**config.mk**
```make
export PLATFORM = sky130hd
export DESIGN_NAME = exc_seq_flat
export DESIGN_NICKNAME = d
export VERILOG_FILES = /design/src/rtl/exc_seq_if.sv /design/src/rtl/exc_seq.sv /design/src/flat_wrapper.sv
export SDC_FILE = /design/constraint.sdc
export NUM_CORES = 1
export LEC_CHECK = 0
export ABC_AREA = 1
export ABC_CLOCK_PERIOD_IN_PS = 2700
export CAP_MARGIN = 10
export CORE_MARGIN = 3
export CORE_UTILIZATION = 30
export DETAILED_ROUTE_END_ITERATION = 12
export DONT_BUFFER_PORTS = 1
export PLACE_DENSITY = 0.45
export SYNTH_ARGS = -nofsm -noshare
export SYNTH_HDL_FRONTEND = slang
export SYNTH_SLANG_ARGS = --single-unit
```
**constraint.sdc**
```tcl
create_clock -name clk -period 2.7 [get_ports clk]
set_input_delay 0.675 -clock clk [delete_from_list [all_inputs] [get_ports clk]]
set_output_delay 0.675 -clock clk [all_outputs]
set_load 0.005 [all_outputs]
```
**src/rtl/exc_seq_if.sv**
```systemverilog
// Sequencer-side bundle between the pipeline/CP0 request sources and the trap sequencer.
// The master drives stall and requests. The slave (exc_seq) drives flush/redirect controls.
interface exc_seq_if;
  logic        stall;
  logic        exe_overflow;
  logic        id_unknown;
  logic        id_syscall;
  logic        int_req;
  logic        id_eret;
  logic        status_bev;
  logic        cause_iv;
  logic [31:0] epc;

  logic        busy;
  logic        exc_take;
  logic [4:0]  exc_code;
  logic        flush_if;
  logic        flush_id;
  logic        flush_exe;
  logic        pc_redirect;
  logic [31:0] redirect_pc;

  modport master (
    output stall, exe_overflow, id_unknown, id_syscall, int_req, id_eret,
           status_bev, cause_iv, epc,
    input  busy, exc_take, exc_code, flush_if, flush_id, flush_exe,
           pc_redirect, redirect_pc
  );

  modport slave (
    input  stall, exe_overflow, id_unknown, id_syscall, int_req, id_eret,
           status_bev, cause_iv, epc,
    output busy, exc_take, exc_code, flush_if, flush_id, flush_exe,
           pc_redirect, redirect_pc
  );
endinterface

```
**src/rtl/exc_seq.sv**
```systemverilog
// Exception/interrupt sequencer: picks one trap or ERET per event by fixed priority,
// then holds stage flushes for DRAIN_CYCLES and redirects the IF-stage PC.
module exc_seq #(
  parameter logic [31:0] NORM_BASE    = 32'h8000_0000,
  parameter logic [31:0] BOOT_BASE    = 32'hBFC0_0200,
  parameter int          DRAIN_CYCLES = 2
) (
  input logic        clk,
  input logic        rst,
  exc_seq_if.slave   bus
);

  localparam logic [1:0] ST_IDLE     = 2'd0;
  localparam logic [1:0] ST_DRAIN    = 2'd1;
  localparam logic [1:0] ST_REDIRECT = 2'd2;

  localparam logic [3:0] DRAIN_LD = 4'(DRAIN_CYCLES);

  localparam logic [4:0] CODE_OV  = 5'h0C;
  localparam logic [4:0] CODE_RI  = 5'h0A;
  localparam logic [4:0] CODE_SYS = 5'h08;
  localparam logic [4:0] CODE_INT = 5'h00;

  logic [1:0]  state_q, state_d;
  logic [3:0]  cnt_q, cnt_d;
  logic        exe_mask_q, exe_mask_d;
  logic [4:0]  exc_code_q, exc_code_d;
  logic [31:0] redirect_pc_q, redirect_pc_d;
  logic        exc_take_q, exc_take_d;
  logic        busy_q, busy_d;
  logic        flush_if_q, flush_if_d;
  logic        flush_id_q, flush_id_d;
  logic        flush_exe_q, flush_exe_d;
  logic        pc_redirect_q, pc_redirect_d;

  logic        req_any;
  logic [4:0]  sel_code;
  logic        sel_exe;
  logic        sel_eret;
  logic        accept;

  // Interrupts with CAUSE.IV use the dedicated 0x200 vector; ERET returns to EPC.
  function automatic logic [31:0] vec_target(
    input logic        eret,
    input logic [4:0]  code,
    input logic        bev,
    input logic        iv,
    input logic [31:0] epc_val
  );
    logic [31:0] base;
    logic [31:0] offs;
    base = bev ? BOOT_BASE : NORM_BASE;
    offs = ((code == CODE_INT) && iv) ? 32'h0000_0200 : 32'h0000_0180;
    return eret ? epc_val : (base + offs);
  endfunction

  always_comb begin
    req_any  = bus.exe_overflow | bus.id_unknown | bus.id_syscall |
               bus.int_req | bus.id_eret;
    sel_code = CODE_INT;
    sel_exe  = 1'b0;
    sel_eret = 1'b0;
    if (bus.exe_overflow) begin
      sel_code = CODE_OV;
      sel_exe  = 1'b1;
    end else if (bus.id_unknown) begin
      sel_code = CODE_RI;
    end else if (bus.id_syscall) begin
      sel_code = CODE_SYS;
    end else if (bus.int_req) begin
      sel_code = CODE_INT;
    end else if (bus.id_eret) begin
      sel_code = CODE_INT;
      sel_eret = 1'b1;
    end
  end

  always_comb begin
    state_d       = state_q;
    cnt_d         = cnt_q;
    exe_mask_d    = exe_mask_q;
    exc_code_d    = exc_code_q;
    redirect_pc_d = redirect_pc_q;
    accept        = 1'b0;
    case (state_q)
      ST_IDLE: begin
        if (!bus.stall && req_any) begin
          accept        = 1'b1;
          state_d       = ST_DRAIN;
          cnt_d         = DRAIN_LD;
          exe_mask_d    = sel_exe;
          exc_code_d    = sel_code;
          redirect_pc_d = vec_target(sel_eret, sel_code, bus.status_bev,
                                     bus.cause_iv, bus.epc);
        end
      end
      ST_DRAIN: begin
        // Drain ignores stall; a zero count is treated as already expired.
        cnt_d = (cnt_q == 4'd0) ? 4'd0 : cnt_q - 4'd1;
        if (cnt_q <= 4'd1) begin
          state_d = ST_REDIRECT;
        end
      end
      ST_REDIRECT: begin
        if (!bus.stall) begin
          state_d = ST_IDLE;
        end
      end
      default: begin
        state_d = ST_IDLE;
        cnt_d   = 4'd0;
      end
    endcase
  end

  always_comb begin
    exc_take_d    = accept;
    busy_d        = (state_d != ST_IDLE);
    flush_if_d    = (state_d == ST_DRAIN) || (state_d == ST_REDIRECT);
    flush_id_d    = (state_d == ST_DRAIN);
    flush_exe_d   = (state_d == ST_DRAIN) && exe_mask_d;
    pc_redirect_d = (state_d == ST_REDIRECT);
  end

  always_ff @(posedge clk or posedge rst) begin
    if (rst) begin
      state_q       <= ST_IDLE;
      cnt_q         <= 4'd0;
      exe_mask_q    <= 1'b0;
      exc_code_q    <= 5'd0;
      redirect_pc_q <= 32'd0;
      exc_take_q    <= 1'b0;
      busy_q        <= 1'b0;
      flush_if_q    <= 1'b0;
      flush_id_q    <= 1'b0;
      flush_exe_q   <= 1'b0;
      pc_redirect_q <= 1'b0;
    end else begin
      state_q       <= state_d;
      cnt_q         <= cnt_d;
      exe_mask_q    <= exe_mask_d;
      exc_code_q    <= exc_code_d;
      redirect_pc_q <= redirect_pc_d;
      exc_take_q    <= exc_take_d;
      busy_q        <= busy_d;
      flush_if_q    <= flush_if_d;
      flush_id_q    <= flush_id_d;
      flush_exe_q   <= flush_exe_d;
      pc_redirect_q <= pc_redirect_d;
    end
  end

  assign bus.busy        = busy_q;
  assign bus.exc_take    = exc_take_q;
  assign bus.exc_code    = exc_code_q;
  assign bus.flush_if    = flush_if_q;
  assign bus.flush_id    = flush_id_q;
  assign bus.flush_exe   = flush_exe_q;
  assign bus.pc_redirect = pc_redirect_q;
  assign bus.redirect_pc = redirect_pc_q;

endmodule

```
**src/flat_wrapper.sv**
```systemverilog
// flat-port wrapper written by rule: the top's interface ports become plain ports
module exc_seq_flat 
#(
  parameter logic [31:0] NORM_BASE    = 32'h8000_0000,
  parameter logic [31:0] BOOT_BASE    = 32'hBFC0_0200,
  parameter int          DRAIN_CYCLES = 2
)
  (clk, rst, bus_stall, bus_exe_overflow, bus_id_unknown, bus_id_syscall, bus_int_req, bus_id_eret, bus_status_bev, bus_cause_iv, bus_epc, bus_busy, bus_exc_take, bus_exc_code, bus_flush_if, bus_flush_id, bus_flush_exe, bus_pc_redirect, bus_redirect_pc);
  exc_seq_if bus_i ();
  input logic clk;
  input logic rst;
  input wire logic [$bits(bus_i.stall)-1:0] bus_stall;
  input wire logic [$bits(bus_i.exe_overflow)-1:0] bus_exe_overflow;
  input wire logic [$bits(bus_i.id_unknown)-1:0] bus_id_unknown;
  input wire logic [$bits(bus_i.id_syscall)-1:0] bus_id_syscall;
  input wire logic [$bits(bus_i.int_req)-1:0] bus_int_req;
  input wire logic [$bits(bus_i.id_eret)-1:0] bus_id_eret;
  input wire logic [$bits(bus_i.status_bev)-1:0] bus_status_bev;
  input wire logic [$bits(bus_i.cause_iv)-1:0] bus_cause_iv;
  input wire logic [$bits(bus_i.epc)-1:0] bus_epc;
  output wire logic [$bits(bus_i.busy)-1:0] bus_busy;
  output wire logic [$bits(bus_i.exc_take)-1:0] bus_exc_take;
  output wire logic [$bits(bus_i.exc_code)-1:0] bus_exc_code;
  output wire logic [$bits(bus_i.flush_if)-1:0] bus_flush_if;
  output wire logic [$bits(bus_i.flush_id)-1:0] bus_flush_id;
  output wire logic [$bits(bus_i.flush_exe)-1:0] bus_flush_exe;
  output wire logic [$bits(bus_i.pc_redirect)-1:0] bus_pc_redirect;
  output wire logic [$bits(bus_i.redirect_pc)-1:0] bus_redirect_pc;
  assign bus_i.stall = bus_stall;
  assign bus_i.exe_overflow = bus_exe_overflow;
  assign bus_i.id_unknown = bus_id_unknown;
  assign bus_i.id_syscall = bus_id_syscall;
  assign bus_i.int_req = bus_int_req;
  assign bus_i.id_eret = bus_id_eret;
  assign bus_i.status_bev = bus_status_bev;
  assign bus_i.cause_iv = bus_cause_iv;
  assign bus_i.epc = bus_epc;
  assign bus_busy = bus_i.busy;
  assign bus_exc_take = bus_i.exc_take;
  assign bus_exc_code = bus_i.exc_code;
  assign bus_flush_if = bus_i.flush_if;
  assign bus_flush_id = bus_i.flush_id;
  assign bus_flush_exe = bus_i.flush_exe;
  assign bus_pc_redirect = bus_i.pc_redirect;
  assign bus_redirect_pc = bus_i.redirect_pc;
  exc_seq #(.NORM_BASE(NORM_BASE), .BOOT_BASE(BOOT_BASE), .DRAIN_CYCLES(DRAIN_CYCLES)) u_core (.clk(clk), .rst(rst), .bus(bus_i));
endmodule
```
# Word-level counts from Yosys, hierarchy flattened
# Cells that the tools add are included.
# Widths: inputs -> output; s select.
[classes] addsub=2 n_eq_ne=5 bitwise_logic=5 n_mux=23 n_reduce_logical=11 order_cmp=1
[op_table] operator="$add 32x32->32" n=1
[op_table] operator="$mux 32" n=1
[op_table] operator="$mux 30" n=1
[op_table] operator="$mux 4" n=3
[op_table] operator="$pmux 4 s3" n=1
[op_table] operator="$mux 1" n=10
[op_table] operator="$mux 10" n=1
[op_table] operator="$mux 5" n=2
[op_table] operator="$mux 2" n=3
[op_table] operator="$pmux 2 s3" n=1
[op_table] operator="$logic_not 5->1" n=1
[op_table] operator="$eq 2x1->1 const B" n=2
[op_table] operator="$eq 2x2->1 const B" n=2
[op_table] operator="$le 4x1->1 const B" n=1
[op_table] operator="$logic_not 4->1" n=1
[op_table] operator="$or 1x1->1" n=4
[op_table] operator="$reduce_and 2->1" n=2
[op_table] operator="$sub 4x1->4 const B" n=1
[op_table] operator="$logic_and 1x1->1" n=3
[op_table] operator="$logic_not 2->1" n=1
[op_table] operator="$ne 2x1->1 const B" n=1
[op_table] operator="$reduce_bool 2->1" n=1
[op_table] operator="$logic_not 1->1" n=1
[op_table] operator="$logic_or 1x1->1" n=1
[op_table] operator="$not 1->1" n=1
[word_totals] word_cells=58 out_inout_bits=43 input_bits=42 reg_bits=50

# Longest topological paths before layout
[depth] word_depth=9 depth_mapped=10 ltp_nobuf=10

# Worst setup path after synthesis
# Ideal clock, no wire load.
[synth_path] path_type="input port to flip-flop" startpoint="input port bus_id_eret" endpoint="register u_core.flush_if_q (netlist: u_core.bus.flush_if)" setup_time_ns=0.126 path_stages=7 path_slack_ns=0.999 required_ns=2.574 path_buffers=1 arrival_ns=1.575 cell_sequence="inv_1 nand4_2 nand3_4 buf_4 nand2_1 inv_1 ha_1"
[synth_between] elab_chain_cells=6 word_cells_on_any_way=7 classes_between="2 x eq/ne; 2 x mux; 1 x bitwise; 2 x reduce/logical"
[synth_lines] element="start: declaration" line="flat_wrapper.sv:17" text="input wire logic [$bits(bus_i.id_eret)-1:0] bus_id_eret;"
[synth_lines] element="$or 1x1->1 (*)" line="exc_seq.sv:59" text="bus.int_req | bus.id_eret;"
[synth_lines] element="$logic_and 1x1->1 (*)" line="exc_seq.sv:87" text="if (!bus.stall && req_any) begin"
[synth_lines] element="$mux 2 (*)" line="exc_seq.sv:87"
[synth_lines] element="$pmux 2 s3 (*)" line="exc_seq.sv:85" text="case (state_q)"
[synth_lines] element="via u_core.state_d[0]" line="exc_seq.sv:24" text="logic [1:0] state_q, state_d;"
[synth_lines] element="$eq 2x1->1 / $eq 2x2->1 (equally long branches)" line="exc_seq.sv:119" text="flush_if_d = (state_d == ST_DRAIN) || (state_d == ST_REDIRECT);"
[synth_lines] element="$logic_or 1x1->1 (*)" line="exc_seq.sv:119"
[synth_lines] element="via u_core.flush_if_d" line="exc_seq.sv:31" text="logic flush_if_q, flush_if_d;"
[synth_lines] element="end signal: assignment" line="exc_seq.sv:146" text="flush_if_q <= flush_if_d;"
[synth_lines] element="end: declaration" line="exc_seq.sv:31"
# Mark *: on every way through the listed nets, which the timed path passes. The rest lies on a longest branch.
# A chain may end at the register's enable or synchronous reset.

# Worst setup path in the final report
[layout_path] startpoint="register u_core.state_q[1]" endpoint="register u_core.flush_if_q (netlist: u_core.bus.flush_if)"
[layout_between] elab_chain_cells=4 word_cells_on_any_way=10 classes_between="4 x eq/ne; 4 x mux; 2 x reduce/logical"
[layout_lines] element="start: declaration" line="exc_seq.sv:24"
[layout_lines] element="start signal: assignment" line="exc_seq.sv:139" text="state_q <= state_d;"
[layout_lines] element="$eq 2x2->1, or another cell as far along" line="exc_seq.sv:85"
[layout_lines] element="$pmux 2 s3 (*)" line="exc_seq.sv:85"
[layout_lines] element="via u_core.state_d[0]" line="exc_seq.sv:24"
[layout_lines] element="$eq 2x1->1 / $eq 2x2->1 (equally long branches)" line="exc_seq.sv:119"
[layout_lines] element="$logic_or 1x1->1 (*)" line="exc_seq.sv:119"
[layout_lines] element="via u_core.flush_if_d" line="exc_seq.sv:31"
# Marks and branches as above.

==> qor.csv <==
metric,value,unit
grt_use_total,11.83,%
ys_seq_elements,48,
powerDensity,887.4,mW/mm^2
arrival,1.89,ns
clkSinkCount,48,
vias,1534,
cts-root-buf,clkbuf_8,
n_fill_cell,735,
grt_pass1_vias,1487,
status,completed,
drv_cap,0,
setup_viol,0,
grt-busiest-layer,met2,
grt_first_pass_wirelength,7686,um
rows,30,
globalRouteMet3Util,5.220,%
internal_power,1.354,mW
rsz0062_at_grt,false,
gr-usage-met1,14.97,%
power_leakage,1.174,nW
min_period,1.699,ns
drt_iter0_drc,55,
setup_tns,0,ns
cts_buffers,5,
worstSkewPairLatency,0.31,ns
regArea,0.001201,sq mm
die_w,91.48,um
ios,85,
ys_warn_count,0,
synth.yosys.seq_area_share,54.79,%
clockBufferDepth,2,
layout.nets,297,
drc,0,
switching_share,35.62,%
peakVddDrop,243.0,uV
fin_skew,0.01277,ns
dpl.hpwl,3546,um
power.share.clock,25.7,%
required,2.90,ns
hp-class,in -> async,
layout_commonest_cell,nand2_1,
clkTransAtPathRegs,0.10,ns
netSwitchingPower,0.7492,mW
areaGrowthSynthToFinish,8.105,%
antenna_found_initial,0,
synthCells,250,
multi_input_area,832.0,sq um
gp_congestion,0.6823,
coreArea,0.006944,sq mm
post_cts_buffers,0,
viasPerCell,4.408,
wl_per_cell,13.71,um
cts_hold_buf,0,
timing.hold.ws,0.2898,ns
grt_max_degree,37,
slew_headroom,62.32,%
end_kind,flop,
post-route-util,34.13,%
seq_power_share,51.1,%
finalHoldViolations,0,
syn_area,0.002192,sq mm
drt-total-wl,4771,um
fmax,588.4,MHz
ant_nets,0,
drt_first_pass_iters,4,
slew_viol_final,0,
drive_gt1_share,13.49,%
period_share,62.94,%
crit_fanout,26,
worstMarginPinSlew,0.5643,ns
dieArea,0.008369,sq mm
cts_resized,0,
cts_tree,built,
grt_use_met2,17.83,%
htreeDepth,2,
antenna_cells,0,
die_h,91.48,um
syn_area_per_cell,8.768,sq um
path_class,reg -> reg,
port_buffers,0,
pwr-share-comb,23.2,%
start_kind,flop,
start_util,31.57,%
yosysUniqueCellTypes,27,
grt-ovfl-total,0,
final_cell_mix,"116 x nand2_1, 48 x dfrtp_1, 15 x inv_1",
power by group through the flow:
stage                     sequential, mW  combinational [mW]  clock (mW)
after floorplan                     1.04               0.442           0
after global placement              1.10               0.492           0
after detailed placement            1.09               0.503           0
after CTS                           1.08               0.501       0.567
after global routing                1.10               0.581       0.586
final                               1.07               0.488       0.540
critical path, stage by stage (launching register included):
cell	delay, ns
dfrtp_1	0.43
nor2_1	0.24
nand3_4	0.33
nand2_1	0.23
inv_1	0.08
ha_1	0.29
cells in the mapped netlist (all sizes together):
library cell,number,area (sq um)
a21oi,2,13.76
a31oi,1,6.260
buf,11,93.83
clkbuf,1,5.000
conb,1,3.750
dfrtp,48,1201
ha,4,50.05
inv,17,63.81
nand2,120,460.4
nand3,9,62.56
nand4,2,18.77
nor2,7,28.78
nor3,2,21.27
o21ai,24,153.9
xor2,1,8.760
through the flow:
stage	setup slack (ns)	area (sq um)	std cells	total power, mW
after floorplan	0.8805	2196	251	1.485
after global placement	0.7763	2255	340	1.589
after detailed placement	0.7354	2255	340	1.593
after CTS	0.9567	2370	348	2.148
after global routing	0.8539	2370	348	2.266
final	1.001	2370	348	2.103
worst paths after layout:
check / start / end / slack [ns] / depth (start not counted)
max: u_core.state_q[1]$_DFF_PP0_ / u_core.bus.flush_if$_DFF_PP0_ / 1.00 / 5
min: rst / u_core.bus.redirect_pc[12]$_DFFE_PP0P_ / 0.29 / 1
max reg2reg: u_core.state_q[1]$_DFF_PP0_ / u_core.bus.flush_if$_DFF_PP0_ / 1.00 / 5
min reg2reg: u_core.exe_mask_q$_DFF_PP0_ / u_core.exe_mask_q$_DFF_PP0_ / 0.52 / 2
max in group asynchronous: rst / u_core.bus.redirect_pc[9]$_DFFE_PP0P_ / 1.82 / 2
min in group clk: bus_epc[12] / u_core.bus.redirect_pc[12]$_DFFE_PP0P_ / 0.48 / 2
logic make-up (layout without fill, tap and decap cells):
kind of cell	count (synthesis)	in the layout	synth area share, %
other	1	2	0.1711
AO/OA/AOI/OAI	27	27	7.934
XOR/XNOR	1	1	0.3996
flip-flops	48	48	54.79
AND/OR/NAND/NOR	140	140	27.00
buffers and inverters	29	30	7.419
adder cells (fa/ha/maj)	4	4	2.283
metal layers:
metal  vias to the layer above  wire (um)
li1                        775          -
met1                       686       2123
met5                         -          0
met3                         5        479
met4                         0         57
met2                        68       2111
layout make-up:
class / count / share of cell area, %
Clock inverter: 3 / 1.954
Sequential cell: 48 / 50.69
Timing Repair Buffer: 5 / 1.584
Tap cell: 96 / 5.069
Multi-Input combinational cell: 174 / 35.11
Inverter: 17 / 2.693
Clock buffer: 5 / 2.904
registers in the layout (all words and copies together) (netlist names):
signal,cells
u_core.bus.busy,1
u_core.bus.exc_code,3
u_core.bus.exc_take,1
u_core.bus.flush_exe,1
u_core.bus.flush_id,1
u_core.bus.flush_if,1
u_core.bus.pc_redirect,1
u_core.bus.redirect_pc,32
u_core.cnt_q,4
u_core.exe_mask_q,1
u_core.state_q,2
Power figures use the tool's default switching activity.
